==> config.mk <==
export PLATFORM = sky130hd
export DESIGN_NAME = deadtime_monitor
export DESIGN_NICKNAME = d
export VERILOG_FILES = /design/src/rtl/deadtime_monitor.sv
export SDC_FILE = /design/constraint.sdc
export NUM_CORES = 1
export LEC_CHECK = 0
export ABC_AREA = 1
export BUFFER_PORTS_ARGS = -buffer_cell sky130_fd_sc_hd__buf_2
export CAP_MARGIN = 20
export CORE_MARGIN = 8
export CORE_UTILIZATION = 45
export DETAILED_ROUTE_END_ITERATION = 6
export PLACE_DENSITY = 0.64
export SKIP_CTS_REPAIR_TIMING = 1
export SYNTH_ARGS = -nofsm -noshare
export SYNTH_HDL_FRONTEND = slang
export SYNTH_SLANG_ARGS = --single-unit
==> constraint.sdc <==
create_clock -name clk -period 1.7 [get_ports clk]
set_clock_uncertainty 0.15 [all_clocks]
set_input_delay 0.085 -clock clk [delete_from_list [all_inputs] [get_ports clk]]
set_output_delay 0.085 -clock clk [all_outputs]
set_load 0.02 [all_outputs]
==> src/rtl/deadtime_monitor.sv <==
// Receive-side checker for a complementary gate pair: rebuilds the PWM command,
// measures dead time per handover, and flags short dead time and gate overlap.
// Optional DEADTIME_MONITOR_SYNC_EN adds a 2-flop input synchronizer.
module deadtime_monitor #(
  parameter int CNT_W = 8
) (
  input  logic             clk,
  input  logic             reset_n,
  input  logic             gate_a,
  input  logic             gate_b,
  input  logic [CNT_W-1:0] min_dtime,
  input  logic             clr_fault,
  output logic             pwm_rec,
  output logic [CNT_W-1:0] dt_ab,
  output logic [CNT_W-1:0] dt_ba,
  output logic             dt_valid,
  output logic             dt_dir,
  output logic             fault_short,
  output logic             fault_overlap
);

  typedef enum logic [2:0] {
    OFF_INIT, A_ON, B_ON, DT_AB, DT_BA, OVERLAP
  } state_t;

  localparam logic [CNT_W-1:0] CNT_MAX = {CNT_W{1'b1}};

  function automatic logic [CNT_W-1:0] sat_inc(input logic [CNT_W-1:0] v);
    return (v == CNT_MAX) ? v : v + 1'b1;
  endfunction

  logic a_in, b_in;

`ifdef DEADTIME_MONITOR_SYNC_EN
  logic [1:0] a_sync_q, a_sync_d, b_sync_q, b_sync_d;

  always_comb begin
    a_sync_d = {a_sync_q[0], gate_a};
    b_sync_d = {b_sync_q[0], gate_b};
  end

  always_ff @(posedge clk or negedge reset_n) begin
    if (!reset_n) begin
      a_sync_q <= '0;
      b_sync_q <= '0;
    end else begin
      a_sync_q <= a_sync_d;
      b_sync_q <= b_sync_d;
    end
  end

  assign a_in = a_sync_q[1];
  assign b_in = b_sync_q[1];
`else
  assign a_in = gate_a;
  assign b_in = gate_b;
`endif

  logic             a_q, a_d, b_q, b_d;
  state_t           state_q, state_d;
  logic [CNT_W-1:0] cnt_q, cnt_d;
  logic             pwm_q, pwm_d;
  logic [CNT_W-1:0] dt_ab_q, dt_ab_d, dt_ba_q, dt_ba_d;
  logic             dt_valid_q, dt_valid_d;
  logic             dt_dir_q, dt_dir_d;
  logic             fault_short_q, fault_short_d;
  logic             fault_overlap_q, fault_overlap_d;
  logic             short_set, overlap_set;

  // Sample stage: everything downstream acts on a_q/b_q only
  always_comb begin
    a_d = a_in;
    b_d = b_in;
  end

  // Decision stage: FSM, measurement and sticky faults
  always_comb begin
    state_d     = state_q;
    cnt_d       = '0;
    pwm_d       = pwm_q;
    dt_ab_d     = dt_ab_q;
    dt_ba_d     = dt_ba_q;
    dt_valid_d  = 1'b0;
    dt_dir_d    = dt_dir_q;
    short_set   = 1'b0;
    overlap_set = 1'b0;

    if (a_q && b_q) begin
      state_d     = OVERLAP;
      overlap_set = 1'b1;
    end else begin
      case (state_q)
        OFF_INIT, OVERLAP: begin
          if (a_q) begin
            state_d = A_ON;
            pwm_d   = 1'b1;
          end else if (b_q) begin
            state_d = B_ON;
            pwm_d   = 1'b0;
          end else begin
            state_d = OFF_INIT;
          end
        end
        A_ON: begin
          if (!a_q && !b_q) begin
            state_d = DT_AB;
            cnt_d   = 1;
          end else if (b_q) begin
            state_d    = B_ON;
            pwm_d      = 1'b0;
            dt_ab_d    = '0;
            dt_valid_d = 1'b1;
            dt_dir_d   = 1'b0;
            short_set  = (min_dtime != '0);
          end
        end
        B_ON: begin
          if (!a_q && !b_q) begin
            state_d = DT_BA;
            cnt_d   = 1;
          end else if (a_q) begin
            state_d    = A_ON;
            pwm_d      = 1'b1;
            dt_ba_d    = '0;
            dt_valid_d = 1'b1;
            dt_dir_d   = 1'b1;
            short_set  = (min_dtime != '0);
          end
        end
        DT_AB: begin
          if (b_q) begin
            state_d    = B_ON;
            pwm_d      = 1'b0;
            dt_ab_d    = cnt_q;
            dt_valid_d = 1'b1;
            dt_dir_d   = 1'b0;
            short_set  = (cnt_q < min_dtime);
          end else if (a_q) begin
            state_d = A_ON;
            pwm_d   = 1'b1;
          end else begin
            cnt_d = sat_inc(cnt_q);
          end
        end
        DT_BA: begin
          if (a_q) begin
            state_d    = A_ON;
            pwm_d      = 1'b1;
            dt_ba_d    = cnt_q;
            dt_valid_d = 1'b1;
            dt_dir_d   = 1'b1;
            short_set  = (cnt_q < min_dtime);
          end else if (b_q) begin
            state_d = B_ON;
            pwm_d   = 1'b0;
          end else begin
            cnt_d = sat_inc(cnt_q);
          end
        end
        default: state_d = OFF_INIT;
      endcase
    end

    // A new fault event in the clearing cycle takes precedence over the clear
    fault_short_d   = short_set   | (fault_short_q   & ~clr_fault);
    fault_overlap_d = overlap_set | (fault_overlap_q & ~clr_fault);
  end

  always_ff @(posedge clk or negedge reset_n) begin
    if (!reset_n) begin
      a_q             <= 1'b0;
      b_q             <= 1'b0;
      state_q         <= OFF_INIT;
      cnt_q           <= '0;
      pwm_q           <= 1'b0;
      dt_ab_q         <= '0;
      dt_ba_q         <= '0;
      dt_valid_q      <= 1'b0;
      dt_dir_q        <= 1'b0;
      fault_short_q   <= 1'b0;
      fault_overlap_q <= 1'b0;
    end else begin
      a_q             <= a_d;
      b_q             <= b_d;
      state_q         <= state_d;
      cnt_q           <= cnt_d;
      pwm_q           <= pwm_d;
      dt_ab_q         <= dt_ab_d;
      dt_ba_q         <= dt_ba_d;
      dt_valid_q      <= dt_valid_d;
      dt_dir_q        <= dt_dir_d;
      fault_short_q   <= fault_short_d;
      fault_overlap_q <= fault_overlap_d;
    end
  end

  assign pwm_rec       = pwm_q;
  assign dt_ab         = dt_ab_q;
  assign dt_ba         = dt_ba_q;
  assign dt_valid      = dt_valid_q;
  assign dt_dir        = dt_dir_q;
  assign fault_short   = fault_short_q;
  assign fault_overlap = fault_overlap_q;

endmodule

==> run metrics, run 1 <==
status=complete, no violations; total CTS buffers=5; Hold WS=roughly 0.065 ns; Die ar.=roughly 0.0059 sq mm; Met1 Routed Length=around 1900 microns; largest net degree at the start of global routing=35; drt wl/cell=12.9 microns; Post-Route WL=roughly 3800 microns; Met3 Routed Length=250 microns; Peak VDD IR=439 uV; final-report max-slew violation count=0; Period minus WS final=about 1.6 ns; Synth area leaders=dfrtp_1, nand2_1, inv_1, ha_1, o21ai_0; crit end category=flip-flop; critical path type=reg -> reg; R2R Setup Slk=between 0.06 and 0.07 ns; H-Tree Level Count=2; Sum Neg Setup Slack=0 ns; first-pass GRT wire length=6520 microns; RR Startpoint=cnt_q[0]; largest family of logic cells by synthesized area=simple AND/OR/NAND/NOR gates; Post-route DRC=0; area delta synth->final=26.4%; GRT overflow=0; pin slew with the least headroom to its limit=roughly 0.42 ns; Pwr Density=about 820 mW/mm^2; dpl hpwl=about 2700 microns; post-synthesis mux area share=0%; CP arrival=around 1.7 ns; root buf cell=clkbuf_8; Starting Density=a little under half; simple-gate share of the synthesized area=19.5%; io pins=34; Pleak=approximately 0.0011 uW; PortBufs=33; crit path from=cnt_q[0]; Final nets=~270; clk sinks=34; Final Hold Viols=0; Routed Antenna Nets=0; ant diodes=0; Initial DRT Pass Iterations=4; #FFs+latches synth=34; CORE AREA=roughly 0.0036 sq mm; Cell Rows=22; Top Metal Used=met4; Max Freq=between 0.6 and 0.7 GHz; CP startpoint kind=flip-flop; FILL cells=between 300 and 400; worst rel slew slack=~72%; Die Ht=a little under 80 microns; non-filler instance count after layout=between 200 and 300; # Max-Cap Violations=0; clock-pin transition on the worst setup and hold timing paths=about 0.070 ns; cell taking the most area after synthesis=dfrtp_1; Clk Latency, worst-skew pair=between 0.2 and 0.3 ns; syn_area_per_cell=approximately 8.6 sq um; Synthesized Nets=roughly 220; CP max FO=4; GP Congestion=around 0.9; TritonCTS clock tree=built; sequential-to-total area share from yosys stat=between 50% and 60%; hold wc startpoint=min_dtime[6]; via/cell ratio=5.03; Synth Area in Compound Gates=between 10% and 20%; Ys Warns=0; Hold Crit Class=in -> reg; antenna violations before repair=0; fraction of layout cells with a size suffix above 1=about 27%; vias=roughly 1500; Synth Area in Adders=under 10%; final setup fails=0; Yosys top cell area share=~51%; largest buffer count on any clock path=2; number of instances in the placed design=277; fin crit share=approximately 96%; die width=77.1 microns; GR Util All Layers=about an eighth; xor and xnor area share after synthesis=0.522%; Mapped Area=0.00168 sq mm; required time worst endpoint=~1.7 ns; Synth cell types=25; wire length on met2=1600 microns; vias in the first global route=1419; 1st-iter DRT viols=65; Mapped Cells=about 190
-- placed cells by master (no fill, tap or decap), types with 2 or more instances in the layout --
cell type	synthesis	layout
dlygate4sd3_1	0	4
a21oi_1	9	9
o21ai_0	16	16
inv_1	27	27
nand3_1	5	5
o21a_1	2	2
clkbuf_8	0	6
ha_1	8	7
nand4_1	3	3
buf_2	0	33
nand2_2	2	3
o31ai_1	8	8
buf_4	0	7
dfrtp_1	34	34
nor2_2	3	3
inv_2	5	5
nand2_1	47	46
nor2_1	11	11
-- logic make-up after synthesis --
group	count (synthesis)
flip-flops	34
AO/OA/AOI/OAI	43
adder cells (fa/ha/maj)	8
AND/OR/NAND/NOR	75
XOR/XNOR	1
buffers and inverters	33
-- layout make-up --
type                            instances  area, sq um  share of cell area, %
Timing Repair Buffer                   44          258                   12.2
Multi-Input combinational cell        127          741                   34.9
Tap cell                               48         60.1                   2.83
Sequential cell                        34          851                   40.1
Clock buffer                            7         86.3                   4.07
Clock inverter                          1         5.00                  0.236
Inverter                               32          120                   5.66
-- power by group --
part	internal (uW)	leakage, uW	switching (uW)
Combinational	86.7	0.000613	155
Clock	327	0.0000482	290
Sequential	846	0.000457	32.2
-- sequential cells by signal, indices dropped and copies added (netlist names), 3 cells and up --
name and flops:
state_q 3, dt_ba 8, dt_ab 8, cnt_q 8
-- Yosys cell counts --
cell type	count
o21ai_1	1
o31ai_2	1
nand3_2	2
nor2_2	3
nand2_1	47
nand4_1	3
a211oi_1	2
o21ai_0	16
a21oi_1	9
xor2_1	1
ha_1	8
o21a_1	2
inv_2	5
dfrtp_1	34
a31oi_1	1
nand3_1	5
nor3_1	1
inv_1	27
o22ai_1	2
o211ai_1	1
nand2_2	2
nor2_1	11
o31ai_1	8
buf_6	1
nor3_2	1
-- worst paths after layout --
path / cells past startpoint / end
hold / removal: 7 / fault_short
hold reg to reg: 2 / fault_overlap
setup / recovery: 7 / cnt_q[0]
setup reg to reg: 7 / cnt_q[0]
max in group asynchronous: 3 / cnt_q[6]
min in group asynchronous: 3 / dt_ba[2]
-- per-stage QoR --
stage / setup slack (ns) / instance area [sq um] / util, % / total power [uW]
6_report: 0.0623 / 2120 / 58.4 / 1740
3_5_place_dp: 0.0424 / 1910 / 52.7 / 1120
5_1_grt: -0.0299 / 2120 / 58.4 / 1830
2_1_floorplan: 0.192 / 1680 / - / 1030
3_3_place_gp: 0.105 / 1910 / 52.7 / 1120
4_1_cts: 0.0292 / 2010 / 55.2 / 1730
-- per-layer routing --
layer  up-vias  global-route usage, %
met5         -                      0
met4         0                   3.96
met3         6                   5.36
met2        39                   19.7
met1       690                   17.1
li1        738                      -
-- worst max-delay path: stages, from the launching register on --
cell     delay (ns)
dfrtp_1        0.42
ha_4           0.19
nand3_4        0.11
nor3_4         0.21
nand2_2        0.09
buf_4          0.14
o21ai_0        0.13
nand2_1        0.07
No activity file was read; power rests on OpenSTA's default activity.
==> run 2: changes to the inputs <==
==> constraint.sdc (replaced) <==
create_clock -name clk -period 1.8 [get_ports clk]
set_clock_uncertainty 0.15 [all_clocks]
set_input_delay 0.09 -clock clk [delete_from_list [all_inputs] [get_ports clk]]
set_output_delay 0.09 -clock clk [all_outputs]
set_load 0.02 [all_outputs]
==> run metrics, run 2 (synthesis results as in run 1) <==
status=complete, no violations (unchanged); CORE AREA=0.00363 sq mm (unchanged); GP Congestion=0.866 (was 0.875); Pwr Density=837 mW/mm^2 (was 819 mW/mm^2); drt wl/cell=12.9 microns (about the same); Hold Crit Class=in -> reg (unchanged); Cell Chain, Critical Path=ha_2 > nand3_2 > nor3_2 > nand2_1 > inv_1 > nor2_1 > a21oi_1 > nor2_1 (was ha_4 > nand3_4 > nor3_4 > nand2_2 > buf_4 > o21ai_0 > nand2_1); Clk Latency, worst-skew pair=0.28 ns (about the same); final-report max-slew violation count=0 (unchanged); # Max-Cap Violations=0 (unchanged); clock group share of total power=39.5% (was 35.5%); final setup fails=0 (unchanged); required time worst endpoint=1.83 ns (was 1.71 ns); worst rel slew slack=50.7% (was 72.0%); total CTS buffers=5 (unchanged); Sw Ratio=25.8% (was 27.5%); GRT overflow=0 (unchanged); Die ar.=0.00594 sq mm (unchanged); antenna violations before repair=0 (unchanged); NetSw=446 uW (was 477 uW); most common cell after layout, fill and taps aside=nand2_1 (unchanged); GR Util All Layers=12.8% (was 13.2%); dpl hpwl=2730 microns (was 2740 microns); H-Tree Level Count=2 (unchanged); crit end category=flip-flop (unchanged); Final nets=261 (was 265); Die Ht=77.1 microns (unchanged); Post-Route WL=3730 microns (was 3790 microns); Final Hold Viols=0 (unchanged); combinational power share=12.7% (was 13.9%); Cell Rows=22 (unchanged); Pleak=0.00109 uW (was 0.00112 uW); Starting Density=46.2% (unchanged); CP max stage cell=dfrtp_1 (unchanged); CP startpoint kind=flip-flop (unchanged); pin slew with the least headroom to its limit=0.740 ns (was 0.420 ns); area delta synth->final=23.1% (was 26.4%); CP max FO=5 (was 4); CP arrival=1.72 ns (was 1.65 ns); sequential power share=47.9% (was 50.6%); largest net degree at the start of global routing=35 (unchanged); fraction of layout cells with a size suffix above 1=24.5% (was 26.9%); TritonCTS clock tree=built (unchanged); CP most frequent cell=nor2_1; Routed Antenna Nets=0 (unchanged); pre-CTS WS=0.150 ns (was 0.0424 ns); Max Freq=0.590 GHz (was 0.611 GHz); vias=1384 (was 1473); fin util=56.9% (was 58.4%); Post-route DRC=0 (unchanged); Pint=1280 uW (was 1260 uW); clk sinks=34 (unchanged); fin crit share=94.1% (was 96.3%); first-pass GRT wire length=6290 microns (was 6520 microns); critical path type=reg -> reg (unchanged); die width=77.1 microns (unchanged); Initial DRT Pass Iterations=4 (unchanged); via/cell ratio=4.79 (was 5.03); PortBufs=33 (unchanged); Final Cell Area=0.00207 sq mm (was 0.00212 sq mm); Period minus WS final=1.69 ns (was 1.64 ns); ant diodes=0 (unchanged); vias in the first global route=1331 (was 1419); 1st-iter DRT viols=61 (was 65); most frequent cells in the layout=nand2_1, dfrtp_1, buf_2 (unchanged); root buf cell=clkbuf_8 (unchanged); post-route worst setup slack=0.106 ns (was 0.0623 ns); io pins=34 (unchanged); clock-pin transition on the worst setup and hold timing paths=0.07 ns (about the same); CP peak stage delay=0.40 ns (was 0.42 ns); Peak VDD IR=320 uV (was 439 uV); cell area after placement=0.00190 sq mm (was 0.00191 sq mm); largest buffer count on any clock path=2 (unchanged)
==> run 2: layout make-up <==
| type | count | area [sq um] |
|---|---|---|
| multi-input cells | 127 | 698 |
| repair buffers | 40 | 228 |
| inverters | 32 | 120 |
| well taps | 48 | 60.1 |
| clock inverters | 3 | 40.0 |
| flip-flops and latches | 34 | 851 |
| clock buffers | 5 | 68.8 |
| fillers | 344 | 1570 |
==> run 2: final timing paths <==
| kind | start | endpoint | slack, ns | cells past startpoint |
|---|---|---|---|---|
| setup / recovery | cnt_q[0] | cnt_q[5] | 0.11 | 8 |
| min in group asynchronous | reset_n | dt_ba[2] | 0.25 | 2 |
| hold / removal | min_dtime[6] | fault_short | 0.09 | 7 |
| hold reg to reg | fault_overlap | fault_overlap | 0.32 | 2 |
| setup reg to reg | cnt_q[0] | cnt_q[5] | 0.11 | 8 |
| max in group asynchronous | reset_n | cnt_q[6] | 0.77 | 2 |
==> run 2: worst max-delay path: cells and delay by family (launching register included) <==
kind / cells / cell delay [ns]
fa+ha+maj: 1 / 0.23
buf+inv: 1 / 0.11
flops: 1 / 0.40
compound gates: 1 / 0.14
simple gates: 5 / 0.55
==> run 2: power by group through the flow <==
stage          sequential (uW)  clock (uW)  combinational [uW]
2_1_floorplan              869           0                99.4
5_1_grt                    832         736                 250
3_5_place_dp               842           0                 210
6_report                   828         682                 219
3_3_place_gp               842           0                 209
4_1_cts                    827         699                 211
==> run 2: per-stage QoR <==
stage               hold WS (ns)  instances  power, uW  TNS, ns
global placement          0.0480        275       1050        0
global route               0.124        289       1820  -0.0176
CTS                       -0.261        283       1740        0
detailed placement        0.0493        275       1050        0
floorplan                 -0.356        194        969        0
finish                    0.0871        289       1730        0
==> run 2: metal layers <==
layer	GRT usage [%]	vias to the layer above	part of all wire (%)
li1	-	728	-
met1	16.8	621	50
met2	18.6	33	44
met3	5.36	2	6.0
met4	3.96	0	0.35
met5	0	-	0
==> run 3: changes to the inputs <==
--- a/config.mk
+++ b/config.mk
@@ -8,8 +8,9 @@
 export ABC_AREA = 1
 export BUFFER_PORTS_ARGS = -buffer_cell sky130_fd_sc_hd__buf_2
 export CAP_MARGIN = 20
-export CORE_MARGIN = 8
+export CORE_MARGIN = 5
 export CORE_UTILIZATION = 45
+export CTS_CLUSTER_DIAMETER = 60
 export DETAILED_ROUTE_END_ITERATION = 6
 export PLACE_DENSITY = 0.64
 export SKIP_CTS_REPAIR_TIMING = 1
==> run metrics, run 3 (synthesis results as in run 1) <==
status=complete, no violations (unchanged); drt wl/cell=12.3 microns (was 12.9 microns); Levels on crit path=9 (was 8); Clk Latency, worst-skew pair=0.29 ns (was 0.28 ns); Worst R2R Path Depth=9 (was 8); CP startpoint kind=flip-flop (unchanged); setup repair after global routing missed its margin=no; R2R Setup Slk=0.16 ns (was 0.11 ns); met3 Usage GRT=5.26% (was 5.36%); Peak VDD IR=491 uV (was 320 uV); Post-route DRC=0 (unchanged); clock-pin transition on the worst setup and hold timing paths=0.07 ns (about the same); antenna violations before repair=0 (unchanged); H-Tree Level Count=2 (unchanged); clk sinks=34 (unchanged); most frequent cells in the layout=nand2_1, dfrtp_1, buf_2 (unchanged); fin util=56.6% (was 56.9%); non-filler instance count after layout=288 (was 289); Die Ht=71.1 microns (was 77.1 microns); CP max FO=5 (unchanged); 1st-iter DRT viols=119 (was 61); R2R Path End=cnt_q[5] (unchanged); Routed Antenna Nets=0 (unchanged); largest net degree at the start of global routing=35 (unchanged); Worst Path Buf+Inv=1 (unchanged); first-pass GRT wire length=6030 microns (was 6290 microns); TritonCTS clock tree=built (unchanged); Pwr Density=839 mW/mm^2 (was 837 mW/mm^2); CORE AREA=0.00363 sq mm (unchanged); CP max stage cell=dfrtp_1 (unchanged); Period minus WS final=1.64 ns (was 1.69 ns); crit end category=flip-flop (unchanged); CP arrival=1.68 ns (was 1.72 ns); PortBufs=33 (unchanged); root buf cell=clkbuf_8 (unchanged); busiest layer in global routing=met1 (was met2); worst rel slew slack=49.7% (was 50.7%); Initial DRT Pass Iterations=4 (unchanged); RR Startpoint=cnt_q[0] (unchanged); most common cell after layout, fill and taps aside=nand2_1 (unchanged); ant diodes=0 (unchanged); # Max-Cap Violations=0 (unchanged); GR Layer Usage met1=21.6% (was 16.8%); Final nets=260 (was 261); area of the multi-input gates=696 sq um (was 698 sq um); Final Hold Viols=0 (unchanged); Pleak=0.00108 uW (was 0.00109 uW); GP Congestion=0.803 (was 0.866); pin slew with the least headroom to its limit=0.755 ns (was 0.740 ns); io pins=34 (unchanged); fraction of layout cells with a size suffix above 1=23.8% (was 24.5%); crit path from=cnt_q[0] (unchanged); dpl hpwl=2640 microns (was 2730 microns); CP peak stage delay=0.41 ns (was 0.40 ns); FILL cells=340 (was 344); CP endpoint=cnt_q[5] (unchanged); vias in the first global route=1293 (was 1331); post-layout power=1720 uW (was 1730 uW); Cell Chain, Critical Path=ha_1 > nand3_2 > nor3_2 > nand2_1 > inv_1 > nor2_1 > nand2_1 > nand2_1 > nor2_1 (was ha_2 > nand3_2 > nor3_2 > nand2_1 > inv_1 > nor2_1 > a21oi_1 > nor2_1); CP most frequent cell=nand2_1 (was nor2_1); Hold Crit Class=in -> reg (unchanged); via/cell ratio=4.84 (was 4.79); GR Util All Layers=15.3% (was 12.8%); total CTS buffers=5 (unchanged); register area=851 sq um (unchanged); Cell Rows=22 (unchanged); Post-Route WL=3540 microns (was 3730 microns); fin crit share=91.2% (was 94.1%); Sum Neg Setup Slack=0 ns (unchanged); final setup fails=0 (unchanged); area delta synth->final=22.5% (was 23.1%); critical path type=reg -> reg (unchanged); die width=71.1 microns (was 77.1 microns); number of instances in the placed design=276 (was 275); cell family with the largest share of critical-path delay=simple AND/OR/NAND/NOR gates (unchanged); GR met2 Demand/Resource=21.4% (was 18.6%); required time worst endpoint=1.83 ns (about the same); Die ar.=0.00505 sq mm (was 0.00594 sq mm); final-report max-slew violation count=0 (unchanged); vias=1395 (was 1384); largest buffer count on any clock path=2 (unchanged); Max Freq=0.609 GHz (was 0.590 GHz); GRT overflow=0 (unchanged); Hold WS=0.0871 ns (about the same); Starting Density=46.2% (unchanged)
==> run 3: cell count changes in the layout (fill, tap and decap cells not counted) <==
| cell | change |
|---|---|
| buf_4 | -1 |
| ha_1 | +1 |
| ha_2 | -1 |
==> run 3: where the power goes <==
group	total (uW)	internal [uW]	switching [uW]
registers	828	799	29.1
clock network	685	407	278
logic	212	73.0	139
total	1720	1280	445
==> run 3: tightest hold or removal path, stage by stage <==
cell and delay, ns:
buf_2 0.08, inv_1 0.04, nand4_1 0.08, o21ai_1 0.06, nand2_1 0.06, nand2_1 0.04
nand2_1 0.04
==> run 3: cell type report <==
| type | count | area share, % |
|---|---|---|
| Clock buffer | 5 | 3.35 |
| Clock inverter | 3 | 1.95 |
| Inverter | 32 | 5.84 |
| Multi-Input combinational cell | 127 | 33.8 |
| Sequential cell | 34 | 41.4 |
| Tap cell | 48 | 2.92 |
| Timing Repair Buffer | 39 | 10.7 |
==> run 3: how the worst min path moves through the flow <==
stage | slack (ns) | from | cells after the start | endpoint
final | 0.09 | min_dtime[6] | 7 | fault_short
after global routing | 0.17 | min_dtime[5] | 7 | fault_short
after CTS | -0.27 | reset_n | 1 | cnt_q[2]
after detailed placement | 0.05 | reset_n | 1 | dt_ab[2]
after global placement | 0.05 | reset_n | 1 | dt_ab[2]
after floorplan | -0.36 | reset_n | 0 | a_q
==> run 3: metrics by stage <==
step	cell area, sq um	setup slack (ns)
2_1_floorplan	1680	0.292
3_3_place_gp	1910	0.207
3_5_place_dp	1910	0.163
4_1_cts	2020	0.152
5_1_grt	2060	0.0145
6_report	2060	0.158
==> run 3: metal layers <==
layer / share of wire [%] / up-vias / wire length, microns
met1: 50 / 633 / 1770
met3: 6.0 / 5 / 213
li1: - / 726 / -
met2: 42 / 31 / 1490
met5: 0 / - / 0
met4: 1.8 / 0 / 64
